--- src/rtl/cache_pkg.sv ---
// rtl/cache_pkg.sv - shared types for the L1-to-L2 miss arbitration path
package cache_pkg;

    localparam int LINE_W = 256;

    typedef logic [LINE_W-1:0] line_t;

    typedef enum logic [1:0] {
        IDLE    = 2'd0,
        SERVE_A = 2'd1,
        SERVE_B = 2'd2
    } arb_state_t;

endpackage

--- src/rtl/l1_miss_arbiter_if.sv ---
// rtl/l1_miss_arbiter_if.sv - L1 requester ports and L2 request port bundled for the miss arbiter
interface l1_miss_arbiter_if;
    import cache_pkg::*;

    logic        pmem_read_a;
    logic [31:0] pmem_addr_a;
    logic        pmem_resp_a;
    line_t       pmem_rdata_a;

    logic        pmem_read_b;
    logic        pmem_write_b;
    logic [31:0] pmem_addr_b;
    line_t       pmem_wdata_b;
    logic        pmem_resp_b;
    line_t       pmem_rdata_b;

    logic        mem_read;
    logic        mem_write;
    logic [31:0] mem_address;
    line_t       mem_wdata;
    line_t       mem_rdata;
    logic        mem_resp;

    modport slave (
        input  pmem_read_a, pmem_addr_a,
        input  pmem_read_b, pmem_write_b, pmem_addr_b, pmem_wdata_b,
        input  mem_rdata, mem_resp,
        output pmem_resp_a, pmem_rdata_a,
        output pmem_resp_b, pmem_rdata_b,
        output mem_read, mem_write, mem_address, mem_wdata
    );

    modport master (
        output pmem_read_a, pmem_addr_a,
        output pmem_read_b, pmem_write_b, pmem_addr_b, pmem_wdata_b,
        output mem_rdata, mem_resp,
        input  pmem_resp_a, pmem_rdata_a,
        input  pmem_resp_b, pmem_rdata_b,
        input  mem_read, mem_write, mem_address, mem_wdata
    );

endinterface

--- src/rtl/l1_miss_arbiter.sv ---
// rtl/l1_miss_arbiter.sv - grants the single L2 port to I-cache (A) or D-cache (B) misses
// D-side wins by default; a starvation counter forces an I-side grant after STARVE_LIMIT B wins.
module l1_miss_arbiter
    import cache_pkg::*;
#(
    parameter int STARVE_LIMIT = 4
) (
    input  logic              clk,
    input  logic              rst_n,
    l1_miss_arbiter_if.slave  bus
);

    localparam int CNT_W = $clog2(STARVE_LIMIT + 1);
    localparam logic [CNT_W-1:0] CNT_MAX = CNT_W'(STARVE_LIMIT);

    arb_state_t       state;
    arb_state_t       state_next;
    logic [CNT_W-1:0] starve_cnt;

    logic        req_a;
    logic        req_b;
    logic        grant_a;
    logic        grant_b;

    logic        rd_q;
    logic        wr_q;
    logic [31:0] addr_q;
    line_t       wdata_q;

    always_ff @(posedge clk) begin
        if (!rst_n) begin
            state <= IDLE;
        end else begin
            state <= state_next;
        end
    end

    always_comb begin
        req_a      = bus.pmem_read_a;
        req_b      = bus.pmem_read_b | bus.pmem_write_b;
        grant_a    = 1'b0;
        grant_b    = 1'b0;
        state_next = state;
        case (state)
            IDLE: begin
                if (req_a && (!req_b || starve_cnt == CNT_MAX)) begin
                    grant_a    = 1'b1;
                    state_next = SERVE_A;
                end else if (req_b) begin
                    grant_b    = 1'b1;
                    state_next = SERVE_B;
                end
            end
            SERVE_A, SERVE_B: begin
                if (bus.mem_resp) begin
                    state_next = IDLE;
                end
            end
            default: state_next = IDLE;
        endcase
    end

    always_comb begin
        bus.pmem_resp_a  = bus.mem_resp && (state == SERVE_A);
        bus.pmem_resp_b  = bus.mem_resp && (state == SERVE_B);
        bus.pmem_rdata_a = bus.mem_rdata;
        bus.pmem_rdata_b = bus.mem_rdata;
        bus.mem_read     = rd_q;
        bus.mem_write    = wr_q;
        bus.mem_address  = addr_q;
        bus.mem_wdata    = wdata_q;
    end

    // Request latch and starvation counter; a simultaneous B read+write is taken as a write.
    always_ff @(posedge clk) begin
        if (!rst_n) begin
            rd_q       <= 1'b0;
            wr_q       <= 1'b0;
            addr_q     <= '0;
            wdata_q    <= '0;
            starve_cnt <= '0;
        end else if (grant_a) begin
            rd_q       <= 1'b1;
            wr_q       <= 1'b0;
            addr_q     <= bus.pmem_addr_a;
            starve_cnt <= '0;
        end else if (grant_b) begin
            rd_q   <= ~bus.pmem_write_b;
            wr_q   <= bus.pmem_write_b;
            addr_q <= bus.pmem_addr_b;
            if (bus.pmem_write_b) begin
                wdata_q <= bus.pmem_wdata_b;
            end
            if (!req_a) begin
                starve_cnt <= '0;
            end else if (starve_cnt != CNT_MAX) begin
                starve_cnt <= starve_cnt + CNT_W'(1);
            end
        end else if (state != IDLE && bus.mem_resp) begin
            rd_q <= 1'b0;
            wr_q <= 1'b0;
        end
    end

endmodule

--- src/flat_wrapper.sv ---
// flat-port wrapper written by rule: the top's interface ports become plain ports
module l1_miss_arbiter_flat import cache_pkg::*;
#(
    parameter int STARVE_LIMIT = 4
)
  (clk, rst_n, bus_pmem_read_a, bus_pmem_addr_a, bus_pmem_read_b, bus_pmem_write_b, bus_pmem_addr_b, bus_pmem_wdata_b, bus_mem_rdata, bus_mem_resp, bus_pmem_resp_a, bus_pmem_rdata_a, bus_pmem_resp_b, bus_pmem_rdata_b, bus_mem_read, bus_mem_write, bus_mem_address, bus_mem_wdata);
  l1_miss_arbiter_if bus_i ();
  input  logic clk;
  input  logic rst_n;
  input wire logic [$bits(bus_i.pmem_read_a)-1:0] bus_pmem_read_a;
  input wire logic [$bits(bus_i.pmem_addr_a)-1:0] bus_pmem_addr_a;
  input wire logic [$bits(bus_i.pmem_read_b)-1:0] bus_pmem_read_b;
  input wire logic [$bits(bus_i.pmem_write_b)-1:0] bus_pmem_write_b;
  input wire logic [$bits(bus_i.pmem_addr_b)-1:0] bus_pmem_addr_b;
  input wire logic [$bits(bus_i.pmem_wdata_b)-1:0] bus_pmem_wdata_b;
  input wire logic [$bits(bus_i.mem_rdata)-1:0] bus_mem_rdata;
  input wire logic [$bits(bus_i.mem_resp)-1:0] bus_mem_resp;
  output wire logic [$bits(bus_i.pmem_resp_a)-1:0] bus_pmem_resp_a;
  output wire logic [$bits(bus_i.pmem_rdata_a)-1:0] bus_pmem_rdata_a;
  output wire logic [$bits(bus_i.pmem_resp_b)-1:0] bus_pmem_resp_b;
  output wire logic [$bits(bus_i.pmem_rdata_b)-1:0] bus_pmem_rdata_b;
  output wire logic [$bits(bus_i.mem_read)-1:0] bus_mem_read;
  output wire logic [$bits(bus_i.mem_write)-1:0] bus_mem_write;
  output wire logic [$bits(bus_i.mem_address)-1:0] bus_mem_address;
  output wire logic [$bits(bus_i.mem_wdata)-1:0] bus_mem_wdata;
  assign bus_i.pmem_read_a = bus_pmem_read_a;
  assign bus_i.pmem_addr_a = bus_pmem_addr_a;
  assign bus_i.pmem_read_b = bus_pmem_read_b;
  assign bus_i.pmem_write_b = bus_pmem_write_b;
  assign bus_i.pmem_addr_b = bus_pmem_addr_b;
  assign bus_i.pmem_wdata_b = bus_pmem_wdata_b;
  assign bus_i.mem_rdata = bus_mem_rdata;
  assign bus_i.mem_resp = bus_mem_resp;
  assign bus_pmem_resp_a = bus_i.pmem_resp_a;
  assign bus_pmem_rdata_a = bus_i.pmem_rdata_a;
  assign bus_pmem_resp_b = bus_i.pmem_resp_b;
  assign bus_pmem_rdata_b = bus_i.pmem_rdata_b;
  assign bus_mem_read = bus_i.mem_read;
  assign bus_mem_write = bus_i.mem_write;
  assign bus_mem_address = bus_i.mem_address;
  assign bus_mem_wdata = bus_i.mem_wdata;
  l1_miss_arbiter #(.STARVE_LIMIT(STARVE_LIMIT)) u_core (.clk(clk), .rst_n(rst_n), .bus(bus_i));
endmodule
--- config.mk ---
export PLATFORM = sky130hd
export DESIGN_NAME = l1_miss_arbiter_flat
export DESIGN_NICKNAME = d
export VERILOG_FILES = /design/src/rtl/cache_pkg.sv /design/src/rtl/l1_miss_arbiter_if.sv /design/src/rtl/l1_miss_arbiter.sv /design/src/flat_wrapper.sv
export SDC_FILE = /design/constraint.sdc
export NUM_CORES = 1
export LEC_CHECK = 0
export CORE_AREA = 2 2 538 540
export DETAILED_ROUTE_END_ITERATION = 6
export DIE_AREA = 0 0 540 542
export HOLD_SLACK_MARGIN = 0.02
export PLACE_DENSITY = 0.3
export SLEW_MARGIN = 10
export SYNTH_ARGS = -nofsm -noshare
export SYNTH_HDL_FRONTEND = slang
export SYNTH_SLANG_ARGS = --single-unit
--- constraint.sdc ---
create_clock -name clk -period 2.09 [get_ports clk]
set_clock_uncertainty 0.05 [all_clocks]
set_input_delay 0.418 -clock clk [delete_from_list [all_inputs] [get_ports clk]]
set_output_delay 0.418 -clock clk [all_outputs]
set_load 0.005 [all_outputs]
### After elaboration in Yosys (flattened, before gate mapping)

Index checks and enable logic that the tools add are counted.

* add/subtract/negate cells: 1
* equal/unequal tests: 7
* mux-type cells: 17
* bitwise logic cells: 4
* reduce and logical (&&, ||, !) cells: 16

Operators by type and width (number)
* 2-to-1 mux 32 bit: 2
* 2-to-1 mux 1 bit: 9
* 2-to-1 mux 2 bit: 3
* 2-to-1 mux 3 bit: 2
* nonzero test 2 bit: 3
* logical AND 1 bit: 4
* one-hot mux 2 bit (2 select lines): 1
* AND reduction 2 bit: 2
* OR reduction 2 bit: 2
* adder 3 x 1 -> 3 bit, second input constant: 1
* == test 3 bit, second input constant: 1
* inequality test 3 x 1 -> 1 bit, second input constant: 1
* inequality test 3 bit, second input constant: 1
* NOT 1 bit: 3
* AND reduction 3 bit: 1
* nonzero test 3 bit: 1
* == test 2 x 1 -> 1 bit, second input constant: 1
* == test 2 bit, second input constant: 1
* zero test 2 bit: 1
* inequality test 2 x 1 -> 1 bit, second input constant: 1
* inequality test 2 bit, second input constant: 1
* zero test 1 bit: 1
* logical OR 1 bit: 1
* OR 1 bit: 1

* bits in registers: 295
* bits of input ports: 582
* logic and storage cells: 51

### Longest topological paths before layout

* word-level depth: 8
* depth in mapped cells: 9

### Least setup slack after synthesis

OpenSTA, ideal clock, no wires.

* kind: register to register
* from: reg u_core.state[0]
* to: reg u_core.wdata_q[199], in the netlist u_core.bus.mem_wdata[199]
* setup time: 132 ps
* data arrival time: 1377 ps
* setup slack: 531 ps
* stages on the path, launching flop included: 10
* path buffers: 4
* period minus slack after synthesis: 1559 ps
* cells stage by stage: dfxtp_1 > inv_1 > ha_1 > buf_2 > and3_1 > buf_4 > buf_6 > buf_4 > nand2_1 > a21oi_1

* longest elaborated chain between the ends: 4

RTL lines
* start, declared: RTL line l1_miss_arbiter.sv:16 `arb_state_t state;`
* start signal, assigned: RTL line l1_miss_arbiter.sv:34 `state <= state_next;`
* zero test 2 bit (*): RTL line l1_miss_arbiter.sv:44 `case (state)`
* 2-to-1 mux 1 bit: RTL line l1_miss_arbiter.sv:44
* NOT 1 bit (no source line)
* AND reduction 3 bit (no source line) (*)
* end signal, assigned: RTL line l1_miss_arbiter.sv:92 `wdata_q <= bus.pmem_wdata_b;`
* end, declared: RTL line l1_miss_arbiter.sv:28 `line_t wdata_q;`

Every way passes the cells marked *; elsewhere a longest branch is shown, timed or not.
A chain may end at the register's enable or synchronous reset.

### Final worst setup path

* from: reg u_core.wdata_q[135], in the netlist u_core.bus.mem_wdata[135]
* to: out bus_mem_wdata[135]

RTL lines
* end, declared: RTL line flat_wrapper.sv:25 `output wire logic [$bits(bus_i.mem_wdata)-1:0] bus_mem_wdata;`

No word-level cell between the ends.

==> flow_metrics.env <==
export IMPL_drtIter0Drc=606
export IMPL_htree_levels=2
export IMPL_r2r_slack_ps=160
export IMPL_synth_cell_types=31
export IMPL_cts_root_buf="clkbuf_16"
export IMPL_initial_core_util_pct=5.06
export IMPL_avgSynthCellArea_um2=7.82
export IMPL_die_x_um=540
export IMPL_r2r_cells=8
export IMPL_dieArea_um2=293000
export IMPL_slew_violations=0
export IMPL_ant_nets=0
export IMPL_synth_seq_area_share_pct=40.7
export IMPL_hold_path_end="u_core.bus.mem_read$_SDFFE_PN0P_"
export IMPL_die_h_um=542
export IMPL_multi_input_area_um2=4160
export IMPL_drc=0
export IMPL_critPathMaxStageDelay_ps=530
export IMPL_slew_headroom_pct=63.7
export IMPL_hp_class="primary input to flip-flop"
export IMPL_timing_critical_path_required_ps=1620
export IMPL_grt_overflow=0
export IMPL_ys_warn_count=0
export IMPL_holdPathStages=3
export IMPL_fin_ws_ps=95.2
export IMPL_power_density_nw_per_um2=775
export IMPL_clock_sinks=295
export IMPL_period_share_pct=95.4
export IMPL_syn_cell_area_um2=14500
export IMPL_r2r_end="u_core.bus.mem_wdata[93]$_SDFFE_PN0P_"
export IMPL_post_route_min_period_ps=1990
export IMPL_core_um2=287000
export IMPL_grt_use_total_pct=9.00
export IMPL_vias_per_cell=2.24
export IMPL_synth_area_leader_cell="dfxtp_1"
export IMPL_clkTransAtPathRegs_ps=60
export IMPL_fill_cells=33630
export IMPL_hp_start="rst_n"
export IMPL_antenna_found_initial=142
export IMPL_first_pass_iters=6
export IMPL_start_kind="flip-flop"
export IMPL_io_pins=1386
export IMPL_p_leak_nw=8.15
export IMPL_wl_per_cell_um=23.4
export IMPL_synth_area_leaders="dfxtp_1 41%, buf_4 27%, nand2_1 15%"
export IMPL_place_ws_ps=-478
export IMPL_port_buffer_count=617
export IMPL_grt_pass1_vias=12728
export IMPL_area_growth_pct=61.3
export IMPL_cts_tree="done"
export IMPL_cp_top_family="buffers and inverters"
export IMPL_clk_path_buf_depth=3
export IMPL_grt_pass1_wl_um=165000
export IMPL_drv_cap=0
export IMPL_status="finished clean"
export IMPL_vias=13035
export IMPL_cp_num_buf_inv=1
export IMPL_rr_startpoint="u_core.starve_cnt[0]$_SDFFE_PP0P_"
export IMPL_rsz0062_at_grt="false"
export IMPL_path_max_fanout=2
export IMPL_synth_cells=1858
export IMPL_async_flop_share_pct=0
export IMPL_slowest_stage="clkdlybuf4s50_1"
export IMPL_instances_no_fill=5826
export IMPL_hpwl_um=121000
export IMPL_setup_viol=0
export IMPL_worstSetupPathType="flip-flop to primary output"
export IMPL_tightest_slew_ps=545
export IMPL_dp_cells=5722
export IMPL_drive_above_1_share_pct=10.6
export IMPL_fmax_ghz=0.501
export IMPL_regArea_um2=5950
export IMPL_peakVddDrop_mv=0.546
export IMPL_cts_buffers=46
export IMPL_critical_path_arrival_ps=1530
export IMPL_synth_edf_count=0
export IMPL_finalHoldViolCount=0
export IMPL_clock_latency_ps=670
export IMPL_grt_max_degree=59
export IMPL_placementRows=197
export IMPL_synth_top_area_share_pct=40.7
export IMPL_cp_cell_sequence="clkdlybuf4s50_1"
export IMPL_synth_flop_cell="dfxtp_1"
export IMPL_ys_ff_latch=295
export IMPL_end_kind="primary output"
export IMPL_routabilityCongestion=0.783
export IMPL_layout_nets=2576
export IMPL_syn_nets=2445
export IMPL_routed_wl_um=137000
routing by layer:
| metal | share of wire (%) | vias up | routed length (um) | GRT usage (%) |
|---|---|---|---|---|
| li1 | - | 5706 | - | - |
| met1 | 30 | 5691 | 41300 | 7.68 |
| met2 | 41 | 1117 | 56300 | 13.2 |
| met3 | 23 | 411 | 31700 | 9.75 |
| met4 | 4.6 | 110 | 6220 | 3.98 |
| met5 | 0.71 | - | 973 | 0.871 |
stage by stage:
step / hold slack (ps) / instance area, um2 / setup TNS, ps / power [mW] / util (%)
3_3_place_gp: 392 / 21900 / -36290 / 10.3 / 7.64
2_1_floorplan: 403 / 14500 / 0 / 8.40 / -
6_report: 165 / 23400 / 0 / 18.1 / 8.17
5_1_grt: 127 / 23400 / 0 / 19.2 / 8.15
3_5_place_dp: 394 / 21900 / -44400 / 10.3 / 7.64
4_1_cts: 75.6 / 23400 / -23.2 / 18.9 / 8.14
worst register-to-register path, cell delays in order (launching register included):
cell     delay (ps)
dfxtp_1         350
inv_1            70
ha_1            250
nand3_2         130
and3_4          260
buf_12          210
buf_4           290
nand2_1          90
a21oi_1         140
flip-flops by register name, indices dropped and copies added, names as in the netlist:
register / flops
u_core.bus.mem_address: 32
u_core.bus.mem_read: 1
u_core.bus.mem_wdata: 256
u_core.bus.mem_write: 1
u_core.starve_cnt: 3
u_core.state: 2
power breakdown:
part           internal, mW  total, mW  switching, mW
combinational          1.71       3.45           1.75
clock                  4.94       8.32           3.38
sequential             6.11       6.37          0.268
total                  12.8       18.1           5.39
area by class of cell:
class,instances,area share (%)
timing repair buffer,700,29.6
sequential,295,25.4
inverter,5,0.123
clock inverter,19,1.05
clock buffer,65,5.69
antenna,20,0.214
tap,3781,20.2
multi-input combinational,941,17.7
cells in the mapped netlist (2+ instances only):
cell	count
a31oi_1	32
a21oi_1	261
and3_1	2
inv_1	4
nand3_2	2
ha_1	5
buf_4	521
buf_2	35
nor3_1	2
nor2b_1	2
o21ai_0	34
dfxtp_1	295
clkbuf_2	2
and2_1	2
clkbuf_1	35
nand2b_1	3
nor2_1	4
nand2_1	582
nand3_1	2
buf_6	22
cells in the final DEF, fill, tap and decap left out, types with 3 or more instances in the layout:
| master | Yosys | routed |
|---|---|---|
| nand2_1 | 582 | 582 |
| clkdlybuf4s50_1 | 0 | 408 |
| dfxtp_1 | 295 | 268 |
| a21oi_1 | 261 | 261 |
| dlygate4sd2_1 | 0 | 179 |
| buf_4 | 521 | 57 |
| clkbuf_16 | 0 | 46 |
| o21ai_0 | 34 | 34 |
| a31oi_1 | 32 | 32 |
| buf_12 | 0 | 28 |
| dfxtp_2 | 0 | 22 |
| diode_2 | 0 | 20 |
| clkdlybuf4s15_1 | 0 | 13 |
| clkbuf_8 | 0 | 11 |
| clkdlybuf4s15_2 | 0 | 9 |
| clkbuf_1 | 35 | 8 |
| clkinv_2 | 0 | 5 |
| dfxtp_4 | 0 | 5 |
| nor2_1 | 4 | 4 |
| clkinvlp_4 | 0 | 4 |
| bufinv_16 | 0 | 4 |
| nand2b_1 | 3 | 3 |
| ha_1 | 5 | 3 |
cells by family (layout without fill, tap and decap cells):
family                     count (synthesis)  in the layout  synth area share (%)
adders and majority gates                  5              5                 0.431
other                                      0             20                     0
and+or+nand+nor                          602            602                  15.9
muxes                                      1              1                0.0775
DFF                                      295            295                  40.7
AOI/OAI and AO/OA                        333            333                  11.9
buffers and inverters                    622            789                  31.1
worst max path at each step:
stage,from,depth (start not counted),slack [ps],end
after floorplan,u_core.state[0]$_SDFFE_PN0P_,9,530,u_core.bus.mem_wdata[199]$_SDFFE_PN0P_
after global placement,bus_mem_resp,3,-490,bus_pmem_resp_a
after detailed placement,bus_mem_resp,3,-480,bus_pmem_resp_a
after CTS,u_core.state[1]$_SDFFE_PN0P_,4,-20,bus_pmem_resp_a
after global routing,u_core.bus.mem_wdata[128]$_SDFFE_PN0P_,1,1,bus_mem_wdata[128]
final,u_core.bus.mem_wdata[135]$_SDFFE_PN0P_,1,100,bus_mem_wdata[135]
timing repair:
item / in CTS / in global routing
pin swaps: 1 / 1
hold buffers: 0 / 0
gates resized for setup: 280 / 5
buffers inserted: 0 / 0
setup endpoints to repair: 206 / 12
endpoints found under the hold margin: 0 / 0
Note: power is estimated with default switching activity, not from simulation.
==> RTL change 1, RTL diff (same flow settings) <==
`STARVE_LIMIT` is set to 4 in 2 places; all go to 2.
--- a/src/rtl/l1_miss_arbiter.sv
+++ b/src/rtl/l1_miss_arbiter.sv
@@ -3,7 +3,7 @@
 module l1_miss_arbiter
     import cache_pkg::*;
 #(
-    parameter int STARVE_LIMIT = 4
+    parameter int STARVE_LIMIT = 2
 ) (
     input  logic              clk,
     input  logic              rst_n,
--- a/src/flat_wrapper.sv
+++ b/src/flat_wrapper.sv
@@ -1,7 +1,7 @@
 // flat-port wrapper written by rule: the top's interface ports become plain ports
 module l1_miss_arbiter_flat import cache_pkg::*;
 #(
-    parameter int STARVE_LIMIT = 4
+    parameter int STARVE_LIMIT = 2
 )
   (clk, rst_n, bus_pmem_read_a, bus_pmem_addr_a, bus_pmem_read_b, bus_pmem_write_b, bus_pmem_addr_b, bus_pmem_wdata_b, bus_mem_rdata, bus_mem_resp, bus_pmem_resp_a, bus_pmem_rdata_a, bus_pmem_resp_b, bus_pmem_rdata_b, bus_mem_read, bus_mem_write, bus_mem_address, bus_mem_wdata);
   l1_miss_arbiter_if bus_i ();
Function: not settled (the Yosys comparison gave no result); the edit may change what the design does.
==> RTL change 1 against the unedited design <==
- total power shrank 0.24%
- routed wire length grew 4.1%
- combinational power grew 9.0%
- area after synthesis grew 4.4%
- count of clock-buffer cells in the layout shrank 2
- critical endpoint is now bus_mem_wdata[41]
- highest routed layer unchanged
- sequential cell count shrank 1
- largest cell class unchanged
- worst setup slack gained 0.012 ns
- register-to-register slack lost 0.05 ns
- die area is the same
- sequential share of layout area shrank 0.62 points
- design area grew 2.0%
- critical path type unchanged
==> RTL change 1: results (changes against the unedited design) <==
Placed design
  – Placed Instances: 5713 (-0.16%)
  – GP Congestion: 0.774 (-1.1%)
  – Post-detailed-placement half-perimeter wirelength: 123 mm (+2.3%)
  – Port bufs: 617 (unchanged)
  – Place WS: -0.339 ns (+0.139 ns)

Power and ir drop
  – Static Leakage: 8.64 nW (+5.9%)
  – Sw Pwr: 5.48 mW (+1.6%)
  – Peak VDD IR: 0.438 mV (-20%)

Detailed routing
  – Initial DRC Count: 692 (+14%)
  – Highest metal used: met5
  – Routed wl met2: 58.7 mm (+4.3%)
  – DR pass1 iterations: 7 (+1)
  – Wire length on met3: 30.9 mm (-2.4%)
  – Routed met1 length: 45.6 mm (+10%)
  – Routed WL: 142 mm (+4.1%)
  – Via count: 13316 (+2.2%)

Final layout
  – Share of cells above drive strength 1: 10.1% (-0.51 points)
  – Fillcell total: 33645 (+0.045%)
  – Final Instance Count excl. Fillers: 5810 (-0.27%)
  – Max reg flops: 256 (unchanged)
  – Final #Nets: 2567 (-0.35%)

Yosys
  – Synth top cells by count: 581 x nand2_1, 516 x buf_4, 294 x dfxtp_1
  – Seq/Total Area, Yosys: 38.8% (-1.9 points)
  – Mean Syn Cell Area: 8.19 µm² (+4.8%)
  – Post-synthesis cell type count: 31 (unchanged)
  – Syn nets: 2437 (-0.33%)
  – Main synth FF type: dfxtp_1
  – Ys Warns: 0 (unchanged)
  – Synth top area cells: dfxtp_1 39%, buf_4 26%, nand2_1 14%
  – Synth async-reset ratio: 0% (unchanged)

Clock network
  – Clk buf depth: 3 (unchanged)
  – Root Buffer: clkbuf_16
  – Worst-skew pair later-pin latency: 0.68 ns
  – Cts bufs inserted: 44 (-4.3%)
  – CTS H-tree lvls: 2 (unchanged)
  – Reg clk slew, reported paths: 0.05 ns

Worst setup path
  – Cell family contributing the most delay on the critical path: buffers and inverters
  – Critical Path Max Stage Delay: 0.51 ns (-0.02 ns)
  – Max Fanout on Critical Path: 2 (unchanged)
  – CP max-delay cell: clkdlybuf4s50_1
  – CP arrival: 1.51 ns (-0.02 ns)

Timing
  – Slew @ Worst Pin: 0.416 ns (-0.128 ns)

Global route
  – Antenna violations before repair: 146 (+2.8%)
  – GRT Total Usage: 9.31% (+0.31 points)
  – First-pass GRT wire length: 171 mm (+3.6%)
  – Largest net degree at the start of global routing: 71 (+20%)

Outcome
  – Outcome: complete, no violations

Hold path
  – Hold Crit Class: input port to flop
==> RTL change 1: changes by cell type after synthesis, moves of 2 or more <==
| cell | before | now |
|---|---|---|
| a21oi_1 | 261 | 5 |
| buf_6 | 22 | 29 |
| clkbuf_1 | 35 | 38 |
| nor2_1 | 4 | 2 |
| clkbuf_2 | 2 | 0 |
| a21boi_1 | 0 | 240 |
| a21boi_0 | 0 | 16 |
| buf_4 | 521 | 516 |
| buf_2 | 35 | 33 |
==> RTL change 1: per-stage QoR <==
stage	total power, mW	hold slack, ns	cell area (µm²)	util [%]
finish	18.1	0.117	23900	8.33
floorplan	8.56	0.385	15200	-
detailed placement	10.6	0.395	22500	7.85
global route	19.1	0.0544	23900	8.32
global placement	10.6	0.391	22500	7.85
CTS	18.8	0.0266	23800	8.29
==> RTL change 1: power groups by stage <==
stage | clock network, mW | registers [mW] | logic [mW]
CTS | 8.47 | 6.41 | 3.91
global placement | 0 | 6.52 | 4.12
global route | 8.55 | 6.46 | 4.11
finish | 7.94 | 6.40 | 3.76
floorplan | 0 | 6.50 | 2.07
detailed placement | 0 | 6.52 | 4.11
==> RTL change 1: layout make-up <==
class / count / share of cell area, %
Timing Repair Buffer: 702 / 29.1
Sequential cell: 294 / 24.8
Multi-Input combinational cell: 935 / 19.9
Tap cell: 3781 / 19.8
Clock buffer: 63 / 5.41
Clock inverter: 11 / 0.754
Antenna cell: 20 / 0.209
Inverter: 4 / 0.0628
==> RTL change 1: worst paths after layout <==
| check | from | end | slack, ns | depth (start not counted) |
|---|---|---|---|---|
| max reg2reg | u_core.starve_cnt[0] | u_core.bus.mem_wdata[54] | 0.11 | 8 |
| min | rst_n | u_core.bus.mem_wdata[82] | 0.12 | 3 |
| max | u_core.bus.mem_wdata[41] | bus_mem_wdata[41] | 0.11 | 1 |
| min reg2reg | u_core.bus.mem_wdata[49] | u_core.bus.mem_wdata[49] | 0.40 | 2 |
==> RTL change 1: routing by layer <==
metal  GRT usage (%)  vias to the layer above
li1                -                     5680
met1            8.53                     5944
met2            13.6                     1228
met3            9.58                      382
met4            3.61                       82
met5           0.723                        -
==> RTL change 1: logic make-up after synthesis <==
logic type	Yosys count	share of synthesized area (%)
buffers and inverters	622	30.0
and+or+nand+nor	600	15.3
AOI/OAI and AO/OA	331	15.5
DFF	294	38.8
adders and majority gates	4	0.330
==> RTL change 1: what timing repair did <==
action,in CTS,in global routing
gates resized for setup,254,9
endpoints found under the hold margin,0,0
setup buffers,2,0
gates cloned,0,1
setup endpoints to repair,216,12
==> RTL change 2, RTL diff (config.mk and constraints unchanged) <==
Made on the original files. Make the reset (`rst_n`) asynchronous in 2 clocked blocks.
--- a/src/rtl/l1_miss_arbiter.sv
+++ b/src/rtl/l1_miss_arbiter.sv
@@ -27,7 +27,7 @@
     logic [31:0] addr_q;
     line_t       wdata_q;
 
-    always_ff @(posedge clk) begin
+    always_ff @(posedge clk or negedge rst_n) begin
         if (!rst_n) begin
             state <= IDLE;
         end else begin
@@ -72,7 +72,7 @@
     end
 
     // Request latch and starvation counter; a simultaneous B read+write is taken as a write.
-    always_ff @(posedge clk) begin
+    always_ff @(posedge clk or negedge rst_n) begin
         if (!rst_n) begin
             rd_q       <= 1'b0;
             wr_q       <= 1'b0;
Check against the original RTL: not settled (the Yosys comparison gave no result); the edit may change what the design does.
==> RTL change 2 against the unedited design <==
- the run now ends with negative setup slack left
- area after synthesis is 11% higher
- routed wire length is 9.7% lower
- worst setup slack worse by 0.12 ns
- design area is 9.0% higher
- sequential cell count stayed put
- largest cell class is now flip-flops and latches
Power is not compared: it rests on default switching activity, and its combinational part moved more than twofold at a synthesized area within 25%.
==> RTL change 2: results (changes against the unedited design) <==
Outcome
  – Outcome: finished, violations left
  – Failing checks: negative setup slack

Yosys
  – Cells after Synth: 1219 (-34%)
  – Seq/Total Area, Yosys: 45.9% (+5.2 points)
  – Post-synthesis cell type count: 33 (+6.5%)
  – Synth async-reset ratio: 100% (+100 points)
  – Syn nets: 1806 (-26%)
  – Main synth FF type: dfrtp_1
  – Synth top cells by count: 512 x buf_4, 295 x dfrtp_1, 200 x mux2_4

Global route
  – GRT Total Usage: 8.09% (-0.92 points)
  – Number of global-route vias before repair: 10874 (-15%)
  – Met2 usage: 11.3% (-1.9 points)
  – Largest net degree at the start of global routing: 56 (-5.1%)
  – Met1 usage: 8.95% (+1.3 points)
  – First-pass GRT wire length: 149 mm (-9.6%)
  – Antenna violations before repair: 116 (-18%)
  – Met3 Track Usage GR: 6.63% (-3.1 points)

Floorplanning
  – Core ar.: 0.287 mm² (unchanged)

Detailed routing
  – Routed met1 length: 46.7 mm (+13%)
  – Routed wl met2: 49.4 mm (-12%)
  – Wire length on met3: 22.1 mm (-30%)
  – DR pass1 iterations: 4 (-2)
  – Routed WL: 123 mm (-9.7%)
  – Initial DRC Count: 327 (-46%)
  – Via count: 10449 (-20%)
  – Post-DR wirelength/cell: 23.5 µm (+0.16%)

Power and ir drop
  – Static Leakage: a little under 10 nW
  – Combinational logic power: 15.7 mW

Placed design
  – Post-detailed-placement half-perimeter wirelength: 103 mm (-15%)
  – Port bufs: 617 (unchanged)
  – Placed Instances: 5109 (-11%)
  – Place WS: -0.279 ns (+0.199 ns)
  – Dpl cell area: 0.0233 mm² (+6.4%)
  – GP Congestion: 0.721 (-7.9%)

Final layout
  – # clk buffers: 67 (+3.1%)
  – Fillcell total: 33107 (-1.6%)
  – Nonclk buf count: 699 (-0.14%)
  – Multi-input gates: 362 (-62%)
  – Clock-cell share of area: 6.64% (-0.098 points)
  – Final #Nets: 1999 (-22%)
  – Layout Utilization: 8.90% (+0.74 points)
  – Signal buf overhead: 28.0% (-1.6 points)
  – Sequential fraction of total cell area: 28.9% (+3.5 points)
  – Share of cells above drive strength 1: 31.8% (+21 points)
  – Multi-input logic portion of the cell area: 17.7% (-0.064 points)
  – Seq cells: 295 (unchanged)
  – Non-CTS inverters: 6 (+1)

Clock network
  – Cts bufs inserted: 48 (+4.3%)
  – Clk buf depth: 3 (unchanged)

Timing
  – Final setup viols: 28 (+28)
  – Setup WS post-layout: -0.0264 ns (-0.122 ns)
  – Slew @ Worst Pin: 0.545 ns (+0.000708 ns)
  – Hold Slack: 0.163 ns (-0.00124 ns)
  – Final TNS setup: -0.223 ns (-0.223 ns)

Worst setup path
  – Worst setup path endpoint: u_core.bus.mem_address[7]
  – CP startpoint: u_core.state[1]
  – Max Fanout on Critical Path: 25 (+23)

Hold path
  – Hold Crit Class: input port to asynchronous set/reset pin
[RTL change 2: cells by family (layout without fill, tap and decap cells)]
logic type | count (synthesis) | after routing | synth area share (%)
AND/OR/NAND/NOR | 49 | 49 | 1.98
multiplexers | 258 | 258 | 22.7
other | 0 | 20 | 0
AO/OA/AOI/OAI | 50 | 50 | 2.68
adder cells (fa/ha/maj) | 5 | 5 | 0.389
flip-flops | 295 | 295 | 45.9
buffers and inverters | 562 | 793 | 26.4
[RTL change 2: what timing repair did]
| action | CTS | global route |
|---|---|---|
| pin swaps | 1 | 7 |
| gates cloned | 6 | 7 |
| endpoints found under the setup margin | 308 | 242 |
| setup buffers | 18 | 3 |
| hold buffers | 1 | 0 |
| resized for setup | 270 | 30 |
| endpoints found under the hold margin | 295 | 0 |
[RTL change 2: critical path, cell delays in order, from the launching register on]
cell	delay [ns]
dfrtp_1	0.38
inv_2	0.07
buf_4	0.13
ha_2	0.16
buf_4	0.18
and2_1	0.18
and2_2	0.22
buf_12	0.16
a221o_1	0.39
